--- config.mk ---
export PLATFORM = sky130hd
export DESIGN_NAME = io_port_bank
export DESIGN_NICKNAME = d
export VERILOG_FILES = /design/src/rtl/io_port_pkg.sv /design/src/rtl/io_debounce.sv /design/src/rtl/io_port_bank.sv
export SDC_FILE = /design/constraint.sdc
export NUM_CORES = 1
export LEC_CHECK = 0
export CORE_MARGIN = 3
export CORE_UTILIZATION = 50
export CTS_CLUSTER_SIZE = 40
export DETAILED_ROUTE_END_ITERATION = 6
export GPL_ROUTABILITY_DRIVEN = 0
export PLACE_DENSITY = 0.81
export SLEW_MARGIN = 20
export SYNTH_ARGS = -nofsm -noshare
export SYNTH_HDL_FRONTEND = slang
export SYNTH_SLANG_ARGS = --single-unit
--- constraint.sdc ---
create_clock -name clk -period 2.4 [get_ports clk]
set_input_delay 0.48 -clock clk [delete_from_list [all_inputs] [get_ports clk]]
set_output_delay 0.48 -clock clk [all_outputs]
set_load 0.005 [all_outputs]
--- src/rtl/io_port_pkg.sv ---
// io_port_pkg
// Shared constants for the memory-mapped I/O port bank: register map
// addresses, the channel-count ceiling and a helper sizing the debounce
// counter. Imported by io_debounce and io_port_bank.
package io_port_pkg;

  // Register map (4-bit bus address)
  localparam logic [3:0] ADDR_IN_BASE  = 4'h0;
  localparam logic [3:0] ADDR_OUT_BASE = 4'h4;
  localparam logic [3:0] ADDR_STATUS   = 4'h8;
  localparam logic [3:0] ADDR_MASK     = 4'h9;

  // The map reserves four slots for each of IN_k and OUT_k
  localparam int MAX_CH = 4;

  // Counter must hold DEBOUNCE_CYCLES-1; one spare bit keeps the
  // DEBOUNCE_CYCLES=1 case at a legal non-zero width.
  function automatic int dbc_cnt_width(input int cycles);
    return $clog2(cycles) + 1;
  endfunction

endpackage

--- src/rtl/io_debounce.sv ---
// io_debounce
// One input channel: two-flop synchroniser on every bit followed by a
// channel-wide debounce filter. A new value is accepted only once the
// synchronised input has differed from the accepted value for
// DEBOUNCE_CYCLES consecutive cycles.
//
// Ports:
//   clk      in   system clock
//   rst_n    in   asynchronous active-low reset
//   din      in   raw asynchronous device input, DATA_W bits
//   stable   out  debounced (accepted) value
//   changed  out  high in the cycle whose rising edge loads a new stable
module io_debounce
  import io_port_pkg::*;
#(
  parameter int DATA_W          = 16,
  parameter int DEBOUNCE_CYCLES = 4
) (
  input  logic              clk,
  input  logic              rst_n,
  input  logic [DATA_W-1:0] din,
  output logic [DATA_W-1:0] stable,
  output logic              changed
);

  localparam int              CNT_W   = dbc_cnt_width(DEBOUNCE_CYCLES);
  localparam logic [CNT_W-1:0] CNT_MAX = CNT_W'(DEBOUNCE_CYCLES - 1);

  logic [DATA_W-1:0] s1_q, s1_d;
  logic [DATA_W-1:0] s2_q, s2_d;
  logic [DATA_W-1:0] stable_q, stable_d;
  logic [CNT_W-1:0]  cnt_q, cnt_d;
  logic              accept;

  // Any cycle where s2 matches stable restarts the count, so a glitch
  // has to persist for the full window before it is believed.
  always_comb begin
    s1_d     = din;
    s2_d     = s1_q;
    stable_d = stable_q;
    cnt_d    = '0;
    accept   = 1'b0;
    if (s2_q != stable_q) begin
      if (cnt_q == CNT_MAX) begin
        accept   = 1'b1;
        stable_d = s2_q;
      end else begin
        cnt_d = cnt_q + CNT_W'(1);
      end
    end
  end

  always_ff @(posedge clk or negedge rst_n) begin
    if (!rst_n) begin
      s1_q     <= '0;
      s2_q     <= '0;
      stable_q <= '0;
      cnt_q    <= '0;
    end else begin
      s1_q     <= s1_d;
      s2_q     <= s2_d;
      stable_q <= stable_d;
      cnt_q    <= cnt_d;
    end
  end

  assign stable  = stable_q;
  // accept only fires when s2 differs from stable, so every pulse marks
  // a real change of value.
  assign changed = accept;

endmodule

--- src/rtl/io_port_bank.sv ---
// io_port_bank
// Memory-mapped I/O block between the core's load/store path and the
// board switches/LEDs. N_IN debounced input channels, N_OUT latched
// output channels, per-input change flags (STATUS, write-1-to-clear)
// and a maskable level interrupt.
//
// Register map: 0x0-0x3 IN_k (RO), 0x4-0x7 OUT_k (RW),
//               0x8 STATUS (W1C), 0x9 MASK (RW). Others read 0.
//
// Ports:
//   clk         in   system clock
//   rst_n       in   asynchronous active-low reset
//   bus_addr    in   register address
//   bus_wdata   in   write data
//   bus_we      in   single-cycle write strobe
//   bus_re      in   single-cycle read strobe
//   bus_rdata   out  registered read data
//   bus_rvalid  out  registered read-valid, the cycle after bus_re
//   in_dev      in   raw device inputs, channel k at [k*DATA_W +: DATA_W]
//   out_dev     out  output channel registers, same packing
//   irq         out  registered |(STATUS & MASK)
module io_port_bank
  import io_port_pkg::*;
#(
  parameter int                DATA_W          = 16,
  parameter int                N_IN            = 2,
  parameter int                N_OUT           = 2,
  parameter int                DEBOUNCE_CYCLES = 4,
  parameter logic [DATA_W-1:0] OUT_RESET       = '0
) (
  input  logic                    clk,
  input  logic                    rst_n,
  input  logic [3:0]              bus_addr,
  input  logic [DATA_W-1:0]       bus_wdata,
  input  logic                    bus_we,
  input  logic                    bus_re,
  output logic [DATA_W-1:0]       bus_rdata,
  output logic                    bus_rvalid,
  input  logic [N_IN*DATA_W-1:0]  in_dev,
  output logic [N_OUT*DATA_W-1:0] out_dev,
  output logic                    irq
);

  if (N_IN < 1 || N_IN > MAX_CH || N_OUT < 1 || N_OUT > MAX_CH) begin : g_bad_params
    $error("io_port_bank: N_IN and N_OUT must be in 1..4");
  end

  logic [N_IN-1:0][DATA_W-1:0]  in_stable;
  logic [N_IN-1:0]              in_changed;

  logic [N_OUT-1:0][DATA_W-1:0] out_q, out_d;
  logic [N_IN-1:0]              status_q, status_d;
  logic [N_IN-1:0]              mask_q, mask_d;
  logic [N_IN-1:0]              status_clr;
  logic [DATA_W-1:0]            rdata_q, rdata_d;
  logic [DATA_W-1:0]            rd_mux;
  logic                         rvalid_q, rvalid_d;
  logic                         irq_q, irq_d;

  for (genvar k = 0; k < N_IN; k++) begin : g_in
    io_debounce #(
      .DATA_W          (DATA_W),
      .DEBOUNCE_CYCLES (DEBOUNCE_CYCLES)
    ) u_debounce (
      .clk     (clk),
      .rst_n   (rst_n),
      .din     (in_dev[k*DATA_W +: DATA_W]),
      .stable  (in_stable[k]),
      .changed (in_changed[k])
    );
  end

  // Write decode. Writes to IN_k, missing channels and unmapped
  // addresses fall through with nothing updated.
  always_comb begin
    out_d      = out_q;
    mask_d     = mask_q;
    status_clr = '0;
    if (bus_we) begin
      for (int k = 0; k < N_OUT; k++) begin
        if (bus_addr == 4'(ADDR_OUT_BASE + k)) out_d[k] = bus_wdata;
      end
      if (bus_addr == ADDR_STATUS) status_clr = bus_wdata[N_IN-1:0];
      if (bus_addr == ADDR_MASK)   mask_d     = bus_wdata[N_IN-1:0];
    end
    // OR-ing the change pulses in last lets a new change win over a
    // simultaneous write-1-to-clear.
    status_d = (status_q & ~status_clr) | in_changed;
    irq_d    = |(status_q & mask_q);
  end

  // Read mux works on current register values, so a read and write to
  // the same address in one cycle returns the pre-write contents.
  always_comb begin
    rd_mux = '0;
    for (int k = 0; k < N_IN; k++) begin
      if (bus_addr == 4'(ADDR_IN_BASE + k)) rd_mux = in_stable[k];
    end
    for (int k = 0; k < N_OUT; k++) begin
      if (bus_addr == 4'(ADDR_OUT_BASE + k)) rd_mux = out_q[k];
    end
    if (bus_addr == ADDR_STATUS) rd_mux[N_IN-1:0] = status_q;
    if (bus_addr == ADDR_MASK)   rd_mux[N_IN-1:0] = mask_q;
    rdata_d  = bus_re ? rd_mux : rdata_q;
    rvalid_d = bus_re;
  end

  always_ff @(posedge clk or negedge rst_n) begin
    if (!rst_n) begin
      out_q    <= {N_OUT{OUT_RESET}};
      status_q <= '0;
      mask_q   <= '0;
      rdata_q  <= '0;
      rvalid_q <= 1'b0;
      irq_q    <= 1'b0;
    end else begin
      out_q    <= out_d;
      status_q <= status_d;
      mask_q   <= mask_d;
      rdata_q  <= rdata_d;
      rvalid_q <= rvalid_d;
      irq_q    <= irq_d;
    end
  end

  assign out_dev    = out_q;
  assign bus_rdata  = rdata_q;
  assign bus_rvalid = rvalid_q;
  assign irq        = irq_q;

endmodule

; Word level (Yosys, flattened, before mapping)
; Index checks and enable logic that the tools add are counted.
; W data, S select, Z words.
[totals]
register_bits = 156
output_inout_bits = 50
word_cells = 53
[classes]
n_addsub = 2
eq_ne = 9
n_mux = 16
n_reduce_logical = 7
bitwise_logic = 4
[ops]
columns = cell, count
row1 = $mux W16, 4
row2 = $ne A16 B16 Y1, 2
row3 = $mux W3, 4
row4 = $reduce_and A2 Y1, 5
row5 = $eq A4 B3 Y1 const B, 2
row6 = $eq A4 B4 Y1 const B, 2
row7 = $mux W2, 4
row8 = $add A3 B1 Y3 const B, 2
row9 = $eq A3 B2 Y1 const B, 2
row10 = $and A2 B2 Y2, 2
row11 = $eq A4 B1 Y1 const B, 1
row12 = $logic_not A4 Y1, 1
row13 = $mux W1, 4
row14 = $not A2 Y2, 1
row15 = $or A2 B2 Y2, 1
row16 = $reduce_or A2 Y1, 1

; Longest topological paths before layout
[logic_depth]
word_depth = 7
depth_mapped = 7

; Hierarchy
; Synthesis repeated with hierarchy kept, for this count alone.
[unflattened]
cells_unflattened = 419
hier_area_um2 = 6132.1
[modules_own_cells]
columns = mod, cells_per_inst, instances, seq_area_each_um2, area_per_inst_um2
row1 = io_debounce, 96, 2, 1276.2, 1744.2
row2 = io_port_bank, 227, 1, 1351.3, 2643.8

; Worst setup path before layout
; Ideal clock, no wire load.
[synth_timing]
path_type = input to register
from = in bus_addr[2]
to = reg out_q, in the netlist out_dev[10]
setup_ps = 125
path_slack_ps = 570
required_ps = 2275
arrival_time_ps = 1706
stages = 6
path_cell_list = buf_2 nand2b_1 nor3_2 nand2_2 buf_6 mux2_2
[synth_via]
elab_chain_cells = 2
[synth_rtl]
columns = element, line_no
row1 = "start, declared", io_port_bank.sv:33  ; input logic [3:0] bus_addr,
row2 = $eq A4 B3 Y1, io_port_bank.sv:81  ; if (bus_addr == 4'(ADDR_OUT_BASE + k)) out_d[k] = bus_wdata;
row3 = $reduce_and A2 Y1 (no line), --
row4 = "end signal, assigned", io_port_bank.sv:110  ; out_q <= {N_OUT{OUT_RESET}};
row5 = "end signal, assigned", io_port_bank.sv:117  ; out_q <= out_d;
row6 = "end, declared", io_port_bank.sv:51  ; logic [N_OUT-1:0][DATA_W-1:0] out_q, out_d;
; Every way passes these cells.
; A chain may end at the register's enable or synchronous reset.

; Worst setup path after layout
[layout_timing]
from = reg g_in[0].u_debounce.stable_q[6]
to = reg g_in[0].u_debounce.stable_q[15]
[layout_via]
elab_chain_cells = 2
[layout_rtl]
columns = element, line_no
row1 = "start, declared", io_debounce.sv:31  ; logic [DATA_W-1:0] stable_q, stable_d;
row2 = "start signal, assigned", io_debounce.sv:62  ; stable_q <= stable_d;
row3 = $ne A16 B16 Y1, io_debounce.sv:43  ; if (s2_q != stable_q) begin
row4 = $reduce_and A2 Y1 (no line), --
; Every way passes these cells.

==> flow_metrics.tcl <==
set metrics [dict create \
    synth-warning-count 0 \
    leakagePower_uw 0.00331 \
    seq_power_share_pct 46.2 \
    antenna_found_initial 1 \
    antenna_cells 0 \
    min_period_ns 2.27 \
    drive_gt1_share_pct 21.4 \
    initialDrtViolationCount 257 \
    synth_edf_count 0 \
    rsz0062_at_grt "false" \
    hp-start "g_in[0].u_debounce.s1_q[13]$_DFF_PN0_" \
    hold_class "reg -> reg" \
    avgSynthCellArea_sq_um 14.3 \
    cts_sinks 156 \
    p_int_uw 5130 \
    crit_type "reg -> reg" \
    wl_per_cell_um 19.1 \
    root_buffer "clkbuf_16" \
    grt_pass1_wl_mm 21.2 \
    via_per_inst 5.45 \
    synthesis.area_sq_um 6050 \
    worstPathRequired_ns 2.69 \
    final_area_sq_um 7900 \
    path_max_fanout 17 \
    vdd_ir_drop_max_mv 0.454 \
    ys.flop_type "dfrtp_1" \
    min_path_cells 0 \
    regArea_sq_um 3900 \
    finClkSkew_ns 0.00576 \
    dp_hpwl_mm 9.47 \
    finalSetupTns_ns 0 \
    clock_latency_ns 0.42 \
    pwr_density_cell_nw_per_um2 849 \
    p_sw_uw 1580 \
    synth-seq-cells 156 \
    cts.repair.resized 0 \
    initial_core_util_pct 52.1 \
    clk_pin_slew_ns 0.06 \
    multi_input_area_sq_um 2020 \
    synth_top_cell_by_area "dfrtp_1" \
    core_sq_um 11600 \
    synth-seq-area-share_pct 64.5 \
    die_x_um 116 \
    place_area_sq_um 7280 \
    cts_tree "yes" \
    fin_crit_sh_pct 94.7 \
    slew_headroom_pct 27.5 \
    timing.rr.end "g_in[0].u_debounce.stable[15]$_DFFE_PN0P_" \
    fin_nets 600 \
    dieArea_sq_um 13500 \
    setup-violations-final 0 \
    drc 0 \
    reg2reg_depth 5 \
    yosysTopAreaCellShare_pct 64.5 \
    track_usage_pct 21.0 \
    cts_buffers 17 \
    htreeDepth 4 \
    fillers 784 \
    clock_path_buffers 2 \
    cap_violations 0 \
    hold_slack_ns 0.347 \
    maxSlewViolCount 0 \
    die_h_um 116 \
    syn_nets 481 \
    pwr-share-comb_pct 13.1 \
    reg2reg_from "g_in[0].u_debounce.stable[6]$_DFFE_PN0P_" \
    synthDistinctLibCells 37 \
    r2r_slack_ns 0.13 \
    status "finished, final reports clean" \
    start_kind "flip-flop" \
    fmax_mhz 440 \
    clkPwrFrac_pct 40.7 \
    worstMarginPinSlew_ns 1.08 \
    areaGrowthSynthToFinish_pct 30.4 \
    synthCells 423 \
    min_to "g_in[0].u_debounce.s2_q[13]$_DFF_PN0_" \
    first_global_vias 4014 \
    drt-total-wl_mm 13.3 \
    ios 106 \
    finalHoldViolations 0 \
    dr_total_vias 3802 \
    swShare_pct 23.5 \
    portBuffers 105 \
    grt_start_max_net_pins 71 \
    overflow 0 \
    postRouteAntennaNets 0 \
    total_power_uw 6700 \
    postSynth.asyncResetShare_pct 100 \
    synth_area_leaders "dfrtp_1, mux2_2, xnor2_1" \
    end_kind "flip-flop" \
    row_count 39 \
    drtPass1Iterations 4 \
    arrival_ns 2.57 \
]
[worst max-delay path, cell delays in order (launching register included)]
cell	delay [ns]
dfrtp_1	0.42
xnor2_1	0.17
nand4_1	0.17
nor4_2	0.10
nor2b_2	0.85
mux2_2	0.43
[routing by layer]
metal,routed length [um],track usage (%)
met1,5500,27.3
met2,6710,34.9
met3,927,5.59
met4,170,6.42
met5,20,0
[worst max-delay path by stage]
stage,startpoint,cells after the start,to,slack (ns)
after floorplan,bus_addr[2],6,out_dev[10]$_DFFE_PN0P_,0.57
after global placement,bus_addr[3],6,out_dev[26]$_DFFE_PN0P_,-0.04
after detailed placement,bus_addr[3],6,out_dev[24]$_DFFE_PN0P_,-0.11
after CTS,g_in[0].u_debounce.stable[6]$_DFFE_PN0P_,5,g_in[0].u_debounce.stable[15]$_DFFE_PN0P_,0.11
after global routing,g_in[0].u_debounce.cnt_q[0]$_DFF_PN0_,4,g_in[0].u_debounce.stable[15]$_DFFE_PN0P_,0.004
final,g_in[0].u_debounce.stable[6]$_DFFE_PN0P_,5,g_in[0].u_debounce.stable[15]$_DFFE_PN0P_,0.13
[placed cells by master (no fill, tap or decap), drive strengths merged, types with 2 or more instances in the layout]
master         instances
a21oi                 20
a32oi                  9
clkdlybuf4s50        104
nand3                  2
buf                   13
ha                     2
o221ai                 3
nor4                   2
nor3                  16
nor3b                  4
nand4                 10
nand2                 13
mux2                  66
nand4b                 2
a21o                   2
nor2b                  5
bufinv                 3
a21boi                 2
xnor2                 32
o21a                   3
mux4                   2
nand2b                14
clkinvlp               5
clkbuf                20
inv                    8
dfrtp                156
nor2                  16
o21ai                  8
mux2i                  6
a31oi                  2
[through the flow]
stage          std cells  util [%]  setup slack (ns)
5_1_grt              698      68.0           0.00380
2_1_floorplan        423         -             0.570
3_5_place_dp         665      62.7            -0.106
6_report             698      68.0             0.128
3_3_place_gp         665      62.7           -0.0366
4_1_cts              698      68.0             0.114
[final cells by class]
cell class	count	share of cell area, %
flip-flops and latches	156	49.4
well taps	143	2.27
clock buffers	20	5.66
multi-input cells	244	25.6
inverters	5	0.238
repair buffers	118	14.8
clock inverters	12	2.06
[what timing repair did]
| item | in CTS | in global routing |
|---|---|---|
| endpoints found under the hold margin | 38 | 0 |
| buffers inserted | 0 | 0 |
| hold buffers | 1 | 0 |
[cells in the mapped netlist (all sizes together), types with 3 or more instances]
cell type and count:
nor2b 5, a32oi 9, o21ai 8, nand2 13
inv 5, nor2 16, xnor2 32, mux2i 6
nor3b 4, nand2b 14, a21oi 20, nor3 16
mux2 66, o221ai 3, buf 10, o21a 3
nand4 10, clkbuf 8, dfrtp 156
[power by group through the flow]
stage	clock network (uW)	logic [uW]	registers, uW
2_1_floorplan	0	324	3070
3_3_place_gp	0	850	3130
3_5_place_dp	0	877	3140
4_1_cts	2760	887	3090
5_1_grt	2880	947	3120
6_report	2730	875	3100
[cells by family (layout without fill, tap and decap cells)]
logic type	after synthesis	in the layout	share of synthesized area (%)
flops	156	156	64.5
simple gates	86	86	7.85
mux	74	74	15.1
compound gates	50	50	5.27
xor+xnor	32	32	4.63
buf+inv	23	155	2.23
fa+ha+maj	2	2	0.413
[state kept, by name, indices dropped and copies added, names as in the netlist]
signal                  cells
bus_rdata                  16
irq                         1
g_in.u_debounce.stable     32
mask_q                      2
bus_rvalid                  1
g_in.u_debounce.s1_q       32
g_in.u_debounce.cnt_q       6
out_dev                    32
status_q                    2
g_in.u_debounce.s2_q       32
No activity file was read; power rests on OpenSTA's default activity.
